$ cat src/rtl/keypad_pkg.sv
// Shared types, sizes and small combinational helpers for the 4x4 keypad scanner.
package keypad_pkg;

    localparam int KP_ROWS  = 4;
    localparam int KP_COLS  = 4;
    localparam int KP_IDX_W = 2;

    typedef enum logic [1:0] {
        SCAN     = 2'd0,
        DEBOUNCE = 2'd1,
        HELD     = 2'd2
    } kp_state_t;

    // Active-low column drive: exactly one line low for the selected column.
    function automatic logic [KP_COLS-1:0] col_drive(input logic [KP_IDX_W-1:0] idx);
        return ~(4'b0001 << idx);
    endfunction

    // Lowest-index low row line wins when several rows are pulled down.
    function automatic logic [KP_IDX_W-1:0] row_prio(input logic [KP_ROWS-1:0] rs);
        logic [KP_IDX_W-1:0] idx;
        casez (rs)
            4'b???0: idx = 2'd0;
            4'b??01: idx = 2'd1;
            4'b?011: idx = 2'd2;
            default: idx = 2'd3;
        endcase
        return idx;
    endfunction

endpackage

$ cat src/rtl/scan_tick_gen.sv
// Free-running prescaler producing a one-clock tick every SCAN_DIV clocks.
module scan_tick_gen #(
    parameter int SCAN_DIV = 50000,
    parameter int CNT_W    = 16
) (
    input  logic Clock,
    input  logic Resetn,
    output logic tick
);

    localparam logic [CNT_W-1:0] CNT_LAST = CNT_W'(SCAN_DIV - 1);

    logic [CNT_W-1:0] cnt_r;
    logic             tick_r;

    // Prescaler count with registered wrap strobe.
    always_ff @(posedge Clock or negedge Resetn) begin
        if (!Resetn) begin
            cnt_r  <= '0;
            tick_r <= 1'b0;
        end else if (cnt_r == CNT_LAST) begin
            cnt_r  <= '0;
            tick_r <= 1'b1;
        end else begin
            cnt_r  <= cnt_r + CNT_W'(1);
            tick_r <= 1'b0;
        end
    end

    assign tick = tick_r;

endmodule

$ cat src/rtl/keypad_scanner.sv
// 4x4 matrix keypad scanner: column drive, row synchronizer, debounce FSM and
// a one-cycle Valid strobe carrying {row_idx, col_idx} of each accepted press.
module keypad_scanner
    import keypad_pkg::*;
#(
    parameter int SCAN_DIV       = 50000,
    parameter int DEBOUNCE_TICKS = 4,
    parameter int CNT_W          = 16
) (
    input  logic                        Clock,
    input  logic                        Resetn,
    input  logic [KP_ROWS-1:0]          Rows,
    output logic [KP_COLS-1:0]          Cols,
    output logic [2*KP_IDX_W-1:0]       RowCol,
    output logic                        Valid,
    output logic                        KeyDown
);

    localparam int              DB_W     = $clog2(DEBOUNCE_TICKS + 2);
    localparam logic [DB_W-1:0] DB_LIMIT = DB_W'(DEBOUNCE_TICKS);

    logic                      tick_s;
    logic [KP_ROWS-1:0]        rows_meta_r;
    logic [KP_ROWS-1:0]        rs_r;
    kp_state_t                 state_r;
    logic [KP_IDX_W-1:0]       col_idx_r;
    logic [KP_IDX_W-1:0]       row_idx_r;
    logic [KP_ROWS-1:0]        pattern_r;
    logic [DB_W-1:0]           cnt_r;
    logic [DB_W-1:0]           rel_r;
    logic [KP_COLS-1:0]        cols_r;
    logic [2*KP_IDX_W-1:0]     rowcol_r;
    logic                      valid_r;
    logic                      keydown_r;
    logic [DB_W-1:0]           cnt_inc_s;
    logic [DB_W-1:0]           rel_inc_s;
    logic [KP_IDX_W-1:0]       row_sel_s;
    logic                      rows_idle_s;

    scan_tick_gen #(
        .SCAN_DIV (SCAN_DIV),
        .CNT_W    (CNT_W)
    ) u_tick (
        .Clock  (Clock),
        .Resetn (Resetn),
        .tick   (tick_s)
    );

    // Two-flop synchronizer for the asynchronous row lines; idle is all-high.
    always_ff @(posedge Clock or negedge Resetn) begin
        if (!Resetn) begin
            rows_meta_r <= 4'hF;
            rs_r        <= 4'hF;
        end else begin
            rows_meta_r <= Rows;
            rs_r        <= rows_meta_r;
        end
    end

    // Counter increments and row priority decode feeding the FSM.
    always_comb begin
        cnt_inc_s   = cnt_r + DB_W'(1);
        rel_inc_s   = rel_r + DB_W'(1);
        row_sel_s   = row_prio(rs_r);
        rows_idle_s = (rs_r == 4'hF);
    end

    // Scan / debounce / hold state machine; all decisions taken on scan ticks.
    always_ff @(posedge Clock or negedge Resetn) begin
        if (!Resetn) begin
            state_r   <= SCAN;
            col_idx_r <= 2'd0;
            row_idx_r <= 2'd0;
            pattern_r <= 4'hF;
            cnt_r     <= '0;
            rel_r     <= '0;
            cols_r    <= 4'b1110;
            rowcol_r  <= 4'h0;
            valid_r   <= 1'b0;
            keydown_r <= 1'b0;
        end else begin
            valid_r <= 1'b0;
            if (tick_s) begin
                case (state_r)
                    SCAN: begin
                        if (rows_idle_s) begin
                            col_idx_r <= col_idx_r + 2'd1;
                            cols_r    <= col_drive(col_idx_r + 2'd1);
                        end else begin
                            row_idx_r <= row_sel_s;
                            pattern_r <= rs_r;
                            cnt_r     <= DB_W'(1);
                            state_r   <= DEBOUNCE;
                        end
                    end
                    DEBOUNCE: begin
                        if (rs_r == pattern_r) begin
                            if (cnt_inc_s >= DB_LIMIT) begin
                                rowcol_r  <= {row_idx_r, col_idx_r};
                                valid_r   <= 1'b1;
                                keydown_r <= 1'b1;
                                cnt_r     <= '0;
                                rel_r     <= '0;
                                state_r   <= HELD;
                            end else begin
                                cnt_r <= cnt_inc_s;
                            end
                        end else begin
                            // Bounce or key change: restart detection on the same column.
                            cnt_r   <= '0;
                            state_r <= SCAN;
                        end
                    end
                    HELD: begin
                        if (rows_idle_s) begin
                            if (rel_inc_s >= DB_LIMIT) begin
                                keydown_r <= 1'b0;
                                rel_r     <= '0;
                                col_idx_r <= col_idx_r + 2'd1;
                                cols_r    <= col_drive(col_idx_r + 2'd1);
                                state_r   <= SCAN;
                            end else begin
                                rel_r <= rel_inc_s;
                            end
                        end else begin
                            rel_r <= '0;
                        end
                    end
                    default: begin
                        state_r <= SCAN;
                        cnt_r   <= '0;
                        rel_r   <= '0;
                    end
                endcase
            end
        end
    end

    assign Cols    = cols_r;
    assign RowCol  = rowcol_r;
    assign Valid   = valid_r;
    assign KeyDown = keydown_r;

endmodule

$ cat config.mk
export PLATFORM = sky130hd
export DESIGN_NAME = keypad_scanner
export DESIGN_NICKNAME = d
export VERILOG_FILES = /design/src/rtl/keypad_pkg.sv /design/src/rtl/scan_tick_gen.sv /design/src/rtl/keypad_scanner.sv
export SDC_FILE = /design/constraint.sdc
export NUM_CORES = 1
export LEC_CHECK = 0
export BUFFER_PORTS_ARGS = -buffer_cell sky130_fd_sc_hd__buf_2
export CORE_MARGIN = 2
export CORE_UTILIZATION = 45
export CTS_CLUSTER_DIAMETER = 40
export DETAILED_ROUTE_END_ITERATION = 7
export GPL_ROUTABILITY_DRIVEN = 0
export GPL_TIMING_DRIVEN = 0
export PLACE_DENSITY = 0.76
export REMOVE_ABC_BUFFERS = 1
export SETUP_SLACK_MARGIN = 0.1
export SYNTH_ARGS = -nofsm -noshare
export SYNTH_HDL_FRONTEND = slang
export SYNTH_SLANG_ARGS = --single-unit
$ cat constraint.sdc
create_clock -name Clock -period 1.7 [get_ports Clock]
set_input_delay 0.085 -clock Clock [delete_from_list [all_inputs] [get_ports Clock]]
set_output_delay 0.085 -clock Clock [all_outputs]
set_load 0.005 [all_outputs]
======== Yosys cells after proc, flatten, opt, wreduce, memory -nomap -nowiden ========
Index checks and enable logic that the tools add are counted.
cells by class
  eq/ne operators ......................... 14
  bitwise operators ....................... 5
  reductions and logical operators ........ 10
  $add $sub $neg .......................... 4
  $lt $le $gt $ge ......................... 2
  multiply operators ...................... 0
  divide/modulo/power cells ............... 0
  multiplexer cells ....................... 35
  shift operators ......................... 1
operators with widths
  cell                                                       count
  2-to-1 mux 3 bit                                           7
  one-hot mux 3 bit (3 select lines)                         2
  adder 16 x 1 -> 16 bit (second input constant)             1
  equality test 16 bit (second input constant)               1
  2-to-1 mux 16 bit                                          1
  2-to-1 mux 2 bit                                           8
  2-to-1 mux 4 bit                                           3
  inequality test 2 bit (second input constant)              6
  one-hot mux 2 bit (3 select lines)                         2
  AND reduction 5 bit                                        2
  2-to-1 mux 1 bit                                           9
  one-hot mux 4 bit (2 select lines)                         1
  AND reduction 4 bit                                        2
  adder 3 x 1 -> 3 bit (second input constant)               2
  greater-or-equal comparator 3 bit (second input constant)  2
  AND reduction 3 bit                                        2
  AND reduction 6 bit                                        1
  equality test 2 x 1 -> 1 bit (second input constant)       2
  equality test 4 bit                                        1
  equality test 4 bit (second input constant)                1
  NOT 1 bit                                                  4
  NOT 4 bit                                                  1
  one-hot mux 2 bit (2 select lines)                         1
  nonzero test 2 bit                                         2
  other kinds (7)                                            7
word-level totals
  output and inout port bits .............. 10
  input port bits ......................... 6
  memories kept ........................... 0
  logic and storage cells ................. 85
  memory bits (writable) .................. 0
  bits in latches ......................... 0
  bits in read-only memories .............. 0
  register bits after elaboration ......... 51

======== Logic depth before layout (Yosys ltp) ========
  depth after elaboration ................. 6
  gate-level depth with buffers ........... 6
  depth with buffers taken out ............ 5

======== Modules after synthesis ========
A second synthesis with hierarchy kept.
second synthesis, totals
  cell total of the unflattened synthesis .. 187
  area, all modules ....................... 2224.6 um2
by module, submodules not included
  module          cells an instance  area each (um2)  seq. area each (um2)  instances
  keypad_scanner  118                1448.9           869.6                 1
  scan_tick_gen   69                 775.7            425.4                 1

======== Worst setup path before layout ========
No wires, ideal clock.
  path type ............................... register to register
  start ................................... register rs_r[1]
  end ..................................... register rowcol_r[0] (netlist: RowCol[0])
  cell stages (with the launch flop) ...... 7
  clock period less this slack ............ 1830 ps
  library setup time ...................... 125 ps
  path slack .............................. -130 ps
  arrival time ............................ 1705 ps
  path buffers ............................ 2
  data required time ...................... 1575 ps
  cells stage by stage .................... dfstp_2 > buf_6 > xnor2_2 > nand3_2 > or4_4 > buf_6 > mux2_4
between the ends
  cells in the longest elaborated chain, start to end .. 2
ends and longest elaborated chain
  what                                  line                  text
  start: declaration                    keypad_scanner.sv:24  logic [KP_ROWS-1:0] rs_r;
  start signal: assignment              keypad_scanner.sv:56  rs_r <= rows_meta_r;
  equality test 4 bit                   keypad_scanner.sv:97  if (rs_r == pattern_r) begin
  AND reduction 4 bit (no source line)  n/a
  end signal: assignment                keypad_scanner.sv:99  rowcol_r <= {row_idx_r, col_idx_r};
  end: declaration                      keypad_scanner.sv:32  logic [2*KP_IDX_W-1:0] rowcol_r;
No other way between the ends.
A chain may end at the register's enable or synchronous reset.

======== Worst setup path in the final report ========
Same ends and word-level chain as after synthesis.

==> flow_metrics.tcl <==
set metrics [dict create \
    status "finished, violations left" \
    violations "negative hold slack, negative setup slack" \
    initial_utilization_pct 47.4 \
    rr_endpoint "RowCol[0]" \
    layout_setup_ws_ns -0.0931 \
    cp_num_buf_inv 0 \
    drc 0 \
    hpwl_mm 2.40 \
    path_max_fanout 5 \
    cts.sinks 51 \
    period_minus_slack_ns 1.79 \
    io_buffers 15 \
    final_nets 251 \
    die-area_um2 5660 \
    cts_buffers 5 \
    total_power_w 0.00209 \
    worst_pin_slew_ns 1.08 \
    crit_type "flop to flop" \
    setup_violations 4 \
    firstDrtPassIters 4 \
    antenna_found_initial 0 \
    routed_wirelength_mm 4.16 \
    setup_tns_ns -0.365 \
    end_kind "flop" \
    synthFlopType "dfrtp_1" \
    grt_pass1_wl_mm 6.67 \
    ys_types 46 \
    diodes 0 \
    synth_top_area_share_pct 39.4 \
    vias 1577 \
    async_flop_share_pct 100 \
    yosys-top-cells-count "36 x dfrtp_1, 21 x nand2_1, 15 x dfstp_2, 15 x nor2_1" \
    clkLatencyLatePin_ns 0.30 \
    power_density_nw_per_um2 736 \
    seqCellArea_um2 1300 \
    cp_cell_sequence "xnor2_2, nand3_2, or4_4, mux2_4" \
    slew_violations 0 \
    dp_slack_ns -0.173 \
    die_x_um 75.3 \
    netlist_top_cells_area "dfrtp_1 39%, dfstp_2 17%, xnor2_1 5.0%" \
    clk_path_buf_depth 2 \
    whs_ns -0.00967 \
    syn_area_per_cell_um2 11.5 \
    relSlewSlack_pct 27.7 \
    detail-route-antenna-nets 0 \
    peakVddDrop_uv 447 \
    vias_per_cell 5.15 \
    reg2reg_from "rs_r[1]" \
    leakagePower_nw 1.26 \
    grt_max_degree 52 \
    skew_ns 0.00459 \
    yosysTopAreaCell "dfrtp_1" \
    synth_area_um2 2280 \
    cts_tree "built" \
    worst_ep_arrival_time_ns 1.98 \
    rows 25 \
    wl_per_cell_um 13.6 \
    cap_viol_max_count 0 \
    rsz0062_at_grt "true" \
    drive_gt1_share_pct 39.7 \
    clk_pin_slew_ns 0.09 \
    fin_crit_sh_pct 105 \
    min_path_type "input port to asynchronous set/reset pin" \
    hold_viol_final 36 \
    synth_warnings 0 \
    cpPeakStageDelay_ns 0.56 \
    netlist_instances 198 \
    die_h_um 75.3 \
    yosysSeqAreaShare_pct 56.7 \
    cts_max_level 2 \
    grt_usage_pct 15.6 \
    slowest_stage "dfstp_2" \
    worstRegToRegCells 4 \
    grt.overflow.total 0 \
    multiInputGateArea_um2 1040 \
    root_buffer "clkbuf_8" \
    syn2layout_area_growth_pct 24.4 \
    fillers 413 \
    ys_ff_latch 51 \
    cp.required_ns 1.89 \
    first_global_vias 1425 \
    core_um2 4820 \
    reg2reg_slack_ns -0.09 \
    synth_edf_count 0 \
    fmax_mhz 558 \
    crit_family "simple AND/OR/NAND/NOR gates" \
    yosysMostFrequentCell "dfrtp_1" \
    cp-start-kind "flop" \
    drt_iter0_markers 72 \
    ios 16 \
]
[metal layers]
layer	part of all wire, %	GRT usage (%)
met2	49	24.6
met3	2.9	3.75
met5	0	0
met4	1.6	5.26
met1	47	21.4
[state kept, by name, summed over array words and instances, names as in the netlist, 2 cells and up]
name          count
row_idx_r         2
rel_r             3
u_tick.cnt_r     16
col_idx_r         2
RowCol            4
state_r           2
rows_meta_r       4
Cols              4
pattern_r         4
rs_r              4
cnt_r             3
[cell type report]
| class | count | share of cell area [%] |
|---|---|---|
| Tap cell | 67 | 2.95 |
| Clock inverter | 1 | 0.176 |
| Multi-Input combinational cell | 130 | 36.5 |
| Timing Repair Buffer | 39 | 9.47 |
| Inverter | 11 | 1.45 |
| Clock buffer | 7 | 3.79 |
| Sequential cell | 51 | 45.7 |
[timing repair]
item                       4_1_cts  5_1_grt
pin swaps                        6       12
setup endpoints to repair       21       26
resized for setup               12       20
hold endpoints to repair         4        0
hold buffers                     4        0
buffers inserted                15        5
[metrics by stage]
step | utilization [%] | instance area (um2) | instances | hold WS (ns)
5_1_grt | 59.0 | 2840 | 306 | 0.0715
4_1_cts | 56.5 | 2720 | 301 | 0.0228
3_5_place_dp | 49.9 | 2400 | 274 | 0.191
3_3_place_gp | 49.9 | 2400 | 274 | 0.191
6_report | 59.0 | 2840 | 306 | -0.00967
2_1_floorplan | - | 2240 | 192 | -0.211
[layout by cell type (no fill, tap or decap), types with 3 or more instances in the layout]
master / instances
ha_1: 4
dfstp_2: 15
a21oi_1: 3
dfrtp_1: 34
o21ai_0: 13
nand2_1: 21
dlygate4sd3_1: 4
nor2_4: 5
nor2_1: 11
ha_2: 3
nand4_1: 6
buf_4: 19
mux2_4: 5
xnor2_1: 13
clkbuf_8: 6
inv_1: 10
nand3_1: 3
xor2_1: 4
buf_2: 15
[cell families after synthesis]
| family | Yosys count | share of synthesized area [%] |
|---|---|---|
| XOR/XNOR | 20 | 8.00 |
| adder cells (fa/ha/maj) | 7 | 3.83 |
| flip-flops | 51 | 56.7 |
| multiplexers | 5 | 3.12 |
| AND/OR/NAND/NOR | 68 | 16.1 |
| buffers and inverters | 17 | 3.56 |
| AO/OA/AOI/OAI | 30 | 8.71 |
[report_power, final]
part / leakage (nW) / total, W / switching [W] / internal [W]
sequential: 0.642 / 0.00124 / 0.00000520 / 0.00123
clock: 0.0594 / 0.000795 / 0.000377 / 0.000417
combinational: 0.560 / 0.0000618 / 0.0000377 / 0.0000241
[worst max-delay path by stage]
stage | startpoint | end | slack [ns] | cells after the start
4_1_cts | cnt_r[0] | RowCol[0] | -0.10 | 5
2_1_floorplan | rs_r[2] | RowCol[0] | -0.05 | 4
6_report | rs_r[1] | RowCol[0] | -0.09 | 4
3_3_place_gp | rs_r[2] | RowCol[2] | -0.13 | 4
5_1_grt | rs_r[1] | RowCol[1] | -0.13 | 4
3_5_place_dp | cnt_r[0] | RowCol[0] | -0.17 | 5
Note: power is estimated with default switching activity, not from simulation.
